`src/rtl/seq_divider_16_bit_pkg.sv`:
```
// Shared constants and state encoding for the 16-bit sequential restoring divider.
package seq_divider_16_bit_pkg;

    localparam int unsigned N_BITS     = 16;
    localparam int unsigned ITER_COUNT = 16;
    localparam int unsigned CNT_WIDTH  = 5;

    typedef enum logic [1:0] {
        StIdle = 2'b00,
        StRun  = 2'b01,
        StDone = 2'b10
    } state_e;

endpackage

```
`src/rtl/subtract_17_bit.sv`:
```
// Trial subtractor: a - b via carry-look-ahead addition of ~b with carry-in 1.
module subtract_17_bit #(
    parameter int unsigned WIDTH = 17
) (
    input  logic [WIDTH-1:0] a_i,
    input  logic [WIDTH-1:0] b_i,
    output logic [WIDTH-1:0] diff_o,
    output logic             borrow_o
);

    logic [WIDTH-1:0] b_n;
    logic [WIDTH-1:0] gen;
    logic [WIDTH-1:0] prop;
    logic [WIDTH:0]   carry;

    assign b_n  = ~b_i;
    assign gen  = a_i & b_n;
    assign prop = a_i ^ b_n;

    // Each carry is a flat sum of products over the lower generate/propagate terms.
    always_comb begin
        logic gen_acc;
        logic prop_acc;
        carry    = '0;
        carry[0] = 1'b1;
        gen_acc  = 1'b0;
        prop_acc = 1'b1;
        for (int i = 0; i < int'(WIDTH); i++) begin
            gen_acc  = 1'b0;
            prop_acc = 1'b1;
            for (int j = i; j >= 0; j--) begin
                gen_acc  = gen_acc | (gen[j] & prop_acc);
                prop_acc = prop_acc & prop[j];
            end
            carry[i+1] = gen_acc | (prop_acc & carry[0]);
        end
    end

    assign diff_o   = prop ^ carry[WIDTH-1:0];
    assign borrow_o = ~carry[WIDTH];

endmodule

```
`src/rtl/seq_divider_16_bit.sv`:
```
// Sequential restoring divider: one quotient bit per cycle, 16 RUN cycles per division.
module seq_divider_16_bit #(
    parameter int unsigned N_BITS = seq_divider_16_bit_pkg::N_BITS
) (
    input  logic              clk,
    input  logic              rst,
    input  logic              start,
    input  logic [N_BITS-1:0] dividend,
    input  logic [N_BITS-1:0] divisor,
    output logic              busy,
    output logic              done,
    output logic [N_BITS-1:0] quotient,
    output logic [N_BITS-1:0] remainder,
    output logic              div_by_zero
);

    import seq_divider_16_bit_pkg::*;

    localparam logic [CNT_WIDTH-1:0] CntLast = CNT_WIDTH'(ITER_COUNT - 1);

    state_e                state_q, state_d;
    logic [N_BITS-1:0]     rem_q, rem_d;
    logic [N_BITS-1:0]     dq_q, dq_d;
    logic [N_BITS-1:0]     div_q, div_d;
    logic [CNT_WIDTH-1:0]  cnt_q, cnt_d;
    logic [N_BITS-1:0]     quot_q, quot_d;
    logic [N_BITS-1:0]     remout_q, remout_d;
    logic                  dbz_q, dbz_d;

    logic                  accept;
    logic                  last_step;
    logic                  borrow;
    logic [N_BITS:0]       shifted;
    logic [N_BITS:0]       trial;
    logic                  unused_trial_msb;

    assign accept    = start & ((state_q == StIdle) | (state_q == StDone));
    assign last_step = (cnt_q == CntLast);
    assign shifted   = {rem_q, dq_q[N_BITS-1]};

    subtract_17_bit #(
        .WIDTH (N_BITS + 1)
    ) u_sub (
        .a_i      (shifted),
        .b_i      ({1'b0, div_q}),
        .diff_o   (trial),
        .borrow_o (borrow)
    );

    // A non-borrowing trial always fits back into N_BITS.
    assign unused_trial_msb = trial[N_BITS];

    always_ff @(posedge clk) begin
        if (rst) begin
            state_q <= StIdle;
        end else begin
            state_q <= state_d;
        end
    end

    always_comb begin
        state_d = state_q;
        case (state_q)
            StIdle: begin
                if (start) state_d = (divisor == '0) ? StDone : StRun;
            end
            StRun: begin
                if (last_step) state_d = StDone;
            end
            StDone: begin
                if (start) state_d = (divisor == '0) ? StDone : StRun;
                else       state_d = StIdle;
            end
            default: state_d = StIdle;
        endcase
    end

    always_comb begin
        busy        = (state_q == StRun);
        done        = (state_q == StDone);
        quotient    = quot_q;
        remainder   = remout_q;
        div_by_zero = dbz_q;
    end

    always_comb begin
        rem_d    = rem_q;
        dq_d     = dq_q;
        div_d    = div_q;
        cnt_d    = cnt_q;
        quot_d   = quot_q;
        remout_d = remout_q;
        dbz_d    = dbz_q;
        if (accept) begin
            rem_d = '0;
            dq_d  = dividend;
            div_d = divisor;
            cnt_d = '0;
            // Zero divisor completes immediately with saturated quotient.
            if (divisor == '0) begin
                quot_d   = '1;
                remout_d = dividend;
                dbz_d    = 1'b1;
            end
        end else if (state_q == StRun) begin
            rem_d = borrow ? shifted[N_BITS-1:0] : trial[N_BITS-1:0];
            dq_d  = {dq_q[N_BITS-2:0], ~borrow};
            cnt_d = cnt_q + 1'b1;
            if (last_step) begin
                quot_d   = dq_d;
                remout_d = rem_d;
                dbz_d    = 1'b0;
            end
        end
    end

    always_ff @(posedge clk) begin
        if (rst) begin
            rem_q    <= '0;
            dq_q     <= '0;
            div_q    <= '0;
            cnt_q    <= '0;
            quot_q   <= '0;
            remout_q <= '0;
            dbz_q    <= 1'b0;
        end else begin
            rem_q    <= rem_d;
            dq_q     <= dq_d;
            div_q    <= div_d;
            cnt_q    <= cnt_d;
            quot_q   <= quot_d;
            remout_q <= remout_d;
            dbz_q    <= dbz_d;
        end
    end

endmodule

```
`config.mk`:
```
export PLATFORM = sky130hd
export DESIGN_NAME = seq_divider_16_bit
export DESIGN_NICKNAME = d
export VERILOG_FILES = /design/src/rtl/seq_divider_16_bit_pkg.sv /design/src/rtl/subtract_17_bit.sv /design/src/rtl/seq_divider_16_bit.sv
export SDC_FILE = /design/constraint.sdc
export NUM_CORES = 1
export LEC_CHECK = 0
export BUFFER_PORTS_ARGS = -buffer_cell sky130_fd_sc_hd__buf_2
export CAP_MARGIN = 20
export CORE_MARGIN = 2
export CORE_UTILIZATION = 55
export DETAILED_ROUTE_END_ITERATION = 10
export PLACE_DENSITY = 0.77
export SLEW_MARGIN = 25
export SYNTH_ARGS = -nofsm -noshare
export SYNTH_HDL_FRONTEND = slang
export SYNTH_SLANG_ARGS = --single-unit
```
`constraint.sdc`:
```
create_clock -name clk -period 6.8 [get_ports clk]
set_input_delay 0 -clock clk [delete_from_list [all_inputs] [get_ports clk]]
set_output_delay 0 -clock clk [all_outputs]
set_load 0.02 [all_outputs]
```
# After elaboration in Yosys (flattened, before gate mapping)
# Cells that the tools add are included.
[totals]
output_inout_bits = 35
memories = 0
romBits = 0
ff_bits = 88
mem_bits_rw = 0
latchBits = 0
word_cells = 427
[op_classes]
n_div = 0
n_mul = 0
eq_ne = 6
bitwise = 385
shift = 0
n_addsub = 1
muxes = 20
reduce_logical = 7
n_lt_le_gt_ge = 0
[ops]
columns = ["cell", "count"]
rows = [
  ["1-bit AND", 243],
  ["16-bit 2-to-1 mux", 11],
  ["1-bit OR", 138],
  ["17-bit AND", 1],
  ["16-bit NOT with 17-bit output", 1],
  ["17-bit bitwise XOR", 1],
  ["16-bit logical NOT", 1],
  ["16-bit bitwise XOR", 1],
  ["2-bit 2-to-1 mux", 4],
  ["2-bit case mux with 3 select lines", 1],
  ["5-bit by 1-bit adder with 5-bit output (second input constant)", 1],
  ["5-bit by 4-bit equality test with 1-bit output (second input constant)", 1],
  ["1-bit 2-to-1 mux", 4],
  ["2-bit by 1-bit != test with 1-bit output (second input constant)", 2],
  ["2-bit nonzero test", 2],
  ["3-bit AND reduction", 1],
  ["2-bit by 1-bit equality test with 1-bit output (second input constant)", 1],
  ["2-bit equality test (second input constant)", 1],
  ["2-bit logical NOT", 1],
  ["2-bit != test (second input constant)", 1],
  ["2-bit AND reduction", 1],
  ["2-bit OR reduction", 1],
]

# Depth between registers and ports, before layout
[logic_depth]
ltp_word = 24
depth_mapped = 11
mapped_depth_nobuf = 9

# Hierarchy
# A second synthesis with hierarchy kept.
[hier_totals]
cells_unflattened = 525
hier_area_um2 = 4425.5
[modules_own_cells]
columns = ["mod", "area_each_um2", "cells_per_inst", "n_inst"]
rows = [
  ["seq_divider_16_bit", 3599.7, 404, 1],
  ["subtract_17_bit", 825.8, 121, 1],
]

# Worst setup path before layout
# Ideal clock, no wire load.
[synth_timing]
path_kind = "reg-to-reg"
from = "reg dq_q[15]"
to = "reg remout_q[14], in the netlist remainder[14]"
setup_slack_ns = 4.263
path_stages_with_launch = 12
required_time_ns = 6.669
synth_period_minus_slack_ns = 2.537
arrival_time_ns = 2.406
path_cell_list = "dfxtp_1 inv_1 ha_1 o211a_1 o311a_4 o2111ai_4 a211o_1 nand3_1 buf_4 buf_4 o21ai_0 o22ai_1"
[synth_between]
elab_chain_cells = 9
word_cells_on_any_way = 15
cone_classes = "4 x mux; 11 x bitwise"
[synth_rtl]
columns = ["element", "line_no", "text"]
rows = [
  ["from (decl)", "seq_divider_16_bit.sv:23", "logic [N_BITS-1:0] dq_q, dq_d;"],
  ["from (signal assigned)", "seq_divider_16_bit.sv:128", "dq_q <= dq_d;"],
  ["17-bit AND", "subtract_17_bit.sv:17", "assign gen = a_i & b_n;"],
  ["1-bit AND", "subtract_17_bit.sv:32", "gen_acc = gen_acc | (gen[j] & prop_acc);"],
  ["1-bit OR", "subtract_17_bit.sv:32", ""],
  ["1-bit OR", "subtract_17_bit.sv:35", "carry[i+1] = gen_acc | (prop_acc & carry[0]);"],
  ["16-bit bitwise XOR", "subtract_17_bit.sv:39", "assign diff_o = prop ^ carry[WIDTH-1:0];"],
  ["16-bit 2-to-1 mux *", "seq_divider_16_bit.sv:106", "rem_d = borrow ? shifted[N_BITS-1:0] : trial[N_BITS-1:0];"],
  ["16-bit 2-to-1 mux *", "seq_divider_16_bit.sv:109", "if (last_step) begin"],
  ["16-bit 2-to-1 mux *", "seq_divider_16_bit.sv:105", "end else if (state_q == StRun) begin"],
  ["16-bit 2-to-1 mux *", "seq_divider_16_bit.sv:94", "if (accept) begin"],
  ["to (signal assigned)", "seq_divider_16_bit.sv:132", "remout_q <= remout_d;"],
  ["to (decl)", "seq_divider_16_bit.sv:27", "logic [N_BITS-1:0] remout_q, remout_d;"],
]
# Every way passes the cells marked *; elsewhere a longest branch is shown, timed or not. The select of a mux whose other input is x is not followed.
# A chain may end at the register's enable or synchronous reset.

# Worst setup path in the final report
[layout_timing]
from = "reg dq_q[15]"
to = "reg rem_q[3]"
[layout_between]
elab_chain_cells = 6
word_cells_on_any_way = 12
cone_classes = "1 x mux; 11 x bitwise"
[layout_rtl]
columns = ["element", "line_no", "text"]
rows = [
  ["17-bit AND", "subtract_17_bit.sv:17", ""],
  ["1-bit AND", "subtract_17_bit.sv:32", ""],
  ["1-bit OR", "subtract_17_bit.sv:32", ""],
  ["1-bit OR", "subtract_17_bit.sv:35", ""],
  ["16-bit bitwise XOR", "subtract_17_bit.sv:39", ""],
  ["16-bit 2-to-1 mux *", "seq_divider_16_bit.sv:106", ""],
  ["to (signal assigned)", "seq_divider_16_bit.sv:127", "rem_q <= rem_d;"],
  ["to (decl)", "seq_divider_16_bit.sv:22", "logic [N_BITS-1:0] rem_q, rem_d;"],
]
# Every way passes the cells marked *; elsewhere a longest branch is shown, timed or not.

==> reports/qor.log <==
INFO  placement      place.port_buffers=69
INFO  critical_path  timing.reg2reg.setup_slack=3.32ns
INFO  cts            tritoncts.num_buffers=9
INFO  critical_path  rr_worst_depth=9
INFO  cts            clock_insertion_delay_worst_skew=0.37ns
INFO  power          power.clock.fraction=30.8%
INFO  logic_synthesis synth-edff-count=0
INFO  die            floorplan.initialDensity=56.2%
INFO  logic_synthesis synth_flop_cell=sky130_fd_sc_hd__dfxtp_1
INFO  timing         hold_violations=0
INFO  cts            post-cts-setup-buffer-count=0
INFO  critical_path  critical_path_peak_fanout=19
INFO  timing         tns=0ns
INFO  drt            wire_length_after_detailed_routing=12.0mm
INFO  logic_synthesis yosysWarnings=0
INFO  logic_synthesis synthesis.area_per_instance=7.85um2
INFO  timing         setup_violations=0
INFO  die            core_area=0.00769mm2
INFO  die            dieWidth=92.7um
INFO  placement      dp_hpwl=8.05mm
INFO  logic_synthesis syn_inst=551
INFO  timing         tightest_slew=1.04ns
INFO  global_route   first_pass_grt_wire_length=19.5mm
INFO  critical_path  worst_setup_path_endpoint=rem_q[3]$_SDFFE_PP0P_
INFO  logic_synthesis synth-async-reset-ratio=0%
INFO  critical_path  worstPathRequired=7.00ns
INFO  die            die_outline_height=92.7um
INFO  global_route   grt_max_degree=72
INFO  critical_path  criticalPathCategory=reg2reg
INFO  power          power_density=242mW/mm2
INFO  flow_run       drv.max_cap_violation_count=0
INFO  critical_path  crit-reg2reg-capture=rem_q[3]$_SDFFE_PP0P_
INFO  drt            route.vias.total=4302
INFO  cts            clkSinkCount=88
INFO  timing         final.min_clock_period=3.48ns
INFO  timing         clock-skew-final=0.0163ns
INFO  critical_path  critPathLaunch=dq_q[15]$_SDFFE_PP0P_
INFO  die            floorplan.rows=32
INFO  finish         highest_count_cells_in_the_layout_ignoring_fill_and_taps=sky130_fd_sc_hd__nand2_1 (100), sky130_fd_sc_hd__dfxtp_1 (88), sky130_fd_sc_hd__buf_2 (69), sky130_fd_sc_hd__a21oi_1 (46), sky130_fd_sc_hd__nor2_1 (37)
INFO  timing         final_max_slew_viol_count=0
INFO  power          internal_power_consumption=841uW
INFO  timing         holdWs=0.277ns
INFO  logic_synthesis postSynthRegisterBits=88
INFO  logic_synthesis synth_top_area_cell=sky130_fd_sc_hd__dfxtp_1
INFO  cts            clkTransAtPathRegs=0.11ns
INFO  timing         final.period_utilization=51.1%
INFO  timing         max-slew-margin-rel=30.1%
INFO  die            floorplan.die_area=0.00859mm2
INFO  drt            remaining_drc_errors=0
INFO  cts            cts.repair.resized=0
INFO  drt            drt-initial-drc-count=304
INFO  cts            cts_root_buf=sky130_fd_sc_hd__clkbuf_8
INFO  critical_path  critical_path.endpoint_type=flop
INFO  critical_path  start_kind=flop
INFO  drt            antenna_violating_nets_post_route=0
INFO  global_route   vias_in_the_first_global_route=4087
INFO  power          combPwrFrac=25.4%
INFO  logic_synthesis synth-seq-area-share=40.7%
INFO  finish         post_route_cells_drive_above_1_share=15.2%
INFO  timing         setup_repair_after_global_routing_missed_its_margin=no
INFO  finish         num-nets-final=687
INFO  finish         insertedDiodeCount=0
INFO  cts            tritoncts=done
INFO  global_route   overflow=0
INFO  placement      gp_routability_congestion=0.978
INFO  power          power.share.sequential=43.8%
INFO  cts            clk_path_buf_depth=2
INFO  global_route   global_route.usage.total=28.4%
INFO  drt            detail_route.wl_per_cell=16.2um
INFO  finish         synthToLayoutAreaGrowth=21.0%
INFO  critical_path  critical_path.reg2reg.startpoint=dq_q[15]$_SDFFE_PP0P_
INFO  global_route   antenna_found_initial=0
INFO  logic_synthesis synth_top_cell_area_share=40.7%
INFO  logic_synthesis post_synth_cell_types=48
INFO  power          ir_drop=138uV
INFO  die            ports=70
INFO  power          sw_frac_of_total=33.4%
INFO  worst_hold_path hold_path.class=in2reg
INFO  critical_path  worstPathArrival=3.68ns
INFO  cts            cts_htree_levels=3
INFO  finish         final_common_cell=sky130_fd_sc_hd__nand2_1
INFO  drt            drt_first_pass_iters=5
INFO  cts            holdBufCountCts=32
INFO  timing         fmax=288MHz
INFO  status         status=complete, no violations
INFO  power          p_leak=2.13nW
INFO  power          power_switching=423uW
INFO  drt            number_of_vias_per_cell_after_detailed_routing=5.81
INFO  logic_synthesis synth.top_cells.by_area=sky130_fd_sc_hd__dfxtp_1 (41%), sky130_fd_sc_hd__nand2_1 (8.7%), sky130_fd_sc_hd__ha_1 (5.5%)
INFO  logic_synthesis syn_nets=605
INFO  logic_synthesis post_synth_instance_area=0.00432mm2
[power by group through the flow]
stage	Clock [mW]	Sequential, mW	Combinational, mW
floorplan	0	0.558	0.243
CTS	0.391	0.553	0.313
finish	0.389	0.553	0.321
global placement	0	0.564	0.292
detailed placement	0	0.564	0.297
global route	0.413	0.555	0.350
[cell families after synthesis]
kind of cell | count (synthesis) | synth area share (%)
buf+inv | 58 | 5.32
flops | 88 | 40.7
simple gates | 226 | 23.3
mux | 11 | 2.55
fa+ha+maj | 19 | 5.50
xor+xnor | 16 | 3.24
compound gates | 133 | 19.4
[synthesized netlist by cell type (5+ instances only)]
cell	instances
sky130_fd_sc_hd__xor2_1	7
sky130_fd_sc_hd__a31oi_1	15
sky130_fd_sc_hd__mux2i_1	11
sky130_fd_sc_hd__o21ai_0	27
sky130_fd_sc_hd__nand2b_1	6
sky130_fd_sc_hd__and3_1	5
sky130_fd_sc_hd__nor2_1	38
sky130_fd_sc_hd__o22ai_1	7
sky130_fd_sc_hd__nand3_1	20
sky130_fd_sc_hd__a211oi_1	7
sky130_fd_sc_hd__a21oi_1	46
sky130_fd_sc_hd__nand2_1	100
sky130_fd_sc_hd__nor4_1	5
sky130_fd_sc_hd__dfxtp_1	88
sky130_fd_sc_hd__inv_1	21
sky130_fd_sc_hd__nand4_1	6
sky130_fd_sc_hd__ha_1	19
sky130_fd_sc_hd__xnor2_1	9
sky130_fd_sc_hd__clkbuf_1	28
sky130_fd_sc_hd__nor3_1	34
sky130_fd_sc_hd__o211ai_1	8
[area by class of cell]
type	count	area [um2]
tap	102	128
inverter	22	82.6
timing repair buffer	107	711
clock inverter	7	87.6
clock buffer	9	124
sequential	88	1760
multi-input combinational	405	2340
fill	677	2460
[worst max-delay path, cell delays in order (launching register included)]
cell and delay (ns):
sky130_fd_sc_hd__dfxtp_1 0.41, sky130_fd_sc_hd__inv_1 0.07, sky130_fd_sc_hd__ha_1 0.34, sky130_fd_sc_hd__o211a_1 0.24, sky130_fd_sc_hd__o311a_4 0.38, sky130_fd_sc_hd__o2111ai_4 0.25
sky130_fd_sc_hd__a211o_1 0.24, sky130_fd_sc_hd__nand3_1 0.76, sky130_fd_sc_hd__mux2i_1 0.52, sky130_fd_sc_hd__a21oi_1 0.11
[per-layer routing]
layer  vias up  track usage [%]  routed length [um]  share of wire [%]
met4         0             11.4                 322                2.7
met3        26             3.99                 657                5.5
met2       193             49.3                5930                 49
met1      1986             35.4                5100                 42
met5         -                0                   0                  0
li1       2097                -                   -                  -
[stage by stage]
stage,worst slack (ns),cells,cell area [um2],power [mW],utilization [%]
6_report,3.32,740,5230,1.26,68.1
5_1_grt,3.17,740,5230,1.32,68.1
4_1_cts,3.40,740,5230,1.26,68.0
3_5_place_dp,3.44,692,4700,0.862,61.1
3_3_place_gp,3.53,692,4700,0.856,61.1
2_1_floorplan,4.26,551,4320,0.802,-
[sequential cells by signal (all words and copies together), names as in the netlist]
signal and count:
remainder 16, dq_q 16, rem_q 16, state_q 2, cnt_q 5, div_q 16
quotient 16, div_by_zero 1
[how the worst min path moves through the flow]
stage / endpoint / cells after the start / slack [ns] / start
2_1_floorplan: div_q[10]$_SDFFE_PP0P_ / 2 / 0.14 / divisor[10]
3_3_place_gp: div_q[12]$_SDFFE_PP0P_ / 3 / 0.25 / divisor[12]
3_5_place_dp: div_q[4]$_SDFFE_PP0P_ / 3 / 0.26 / divisor[4]
4_1_cts: state_q[0]$_SDFFE_PP0P_ / 3 / 0.26 / rst
5_1_grt: state_q[1]$_SDFFE_PP0P_ / 3 / 0.29 / rst
6_report: state_q[1]$_SDFFE_PP0P_ / 3 / 0.28 / rst
Note: power is estimated with default switching activity, not from simulation.
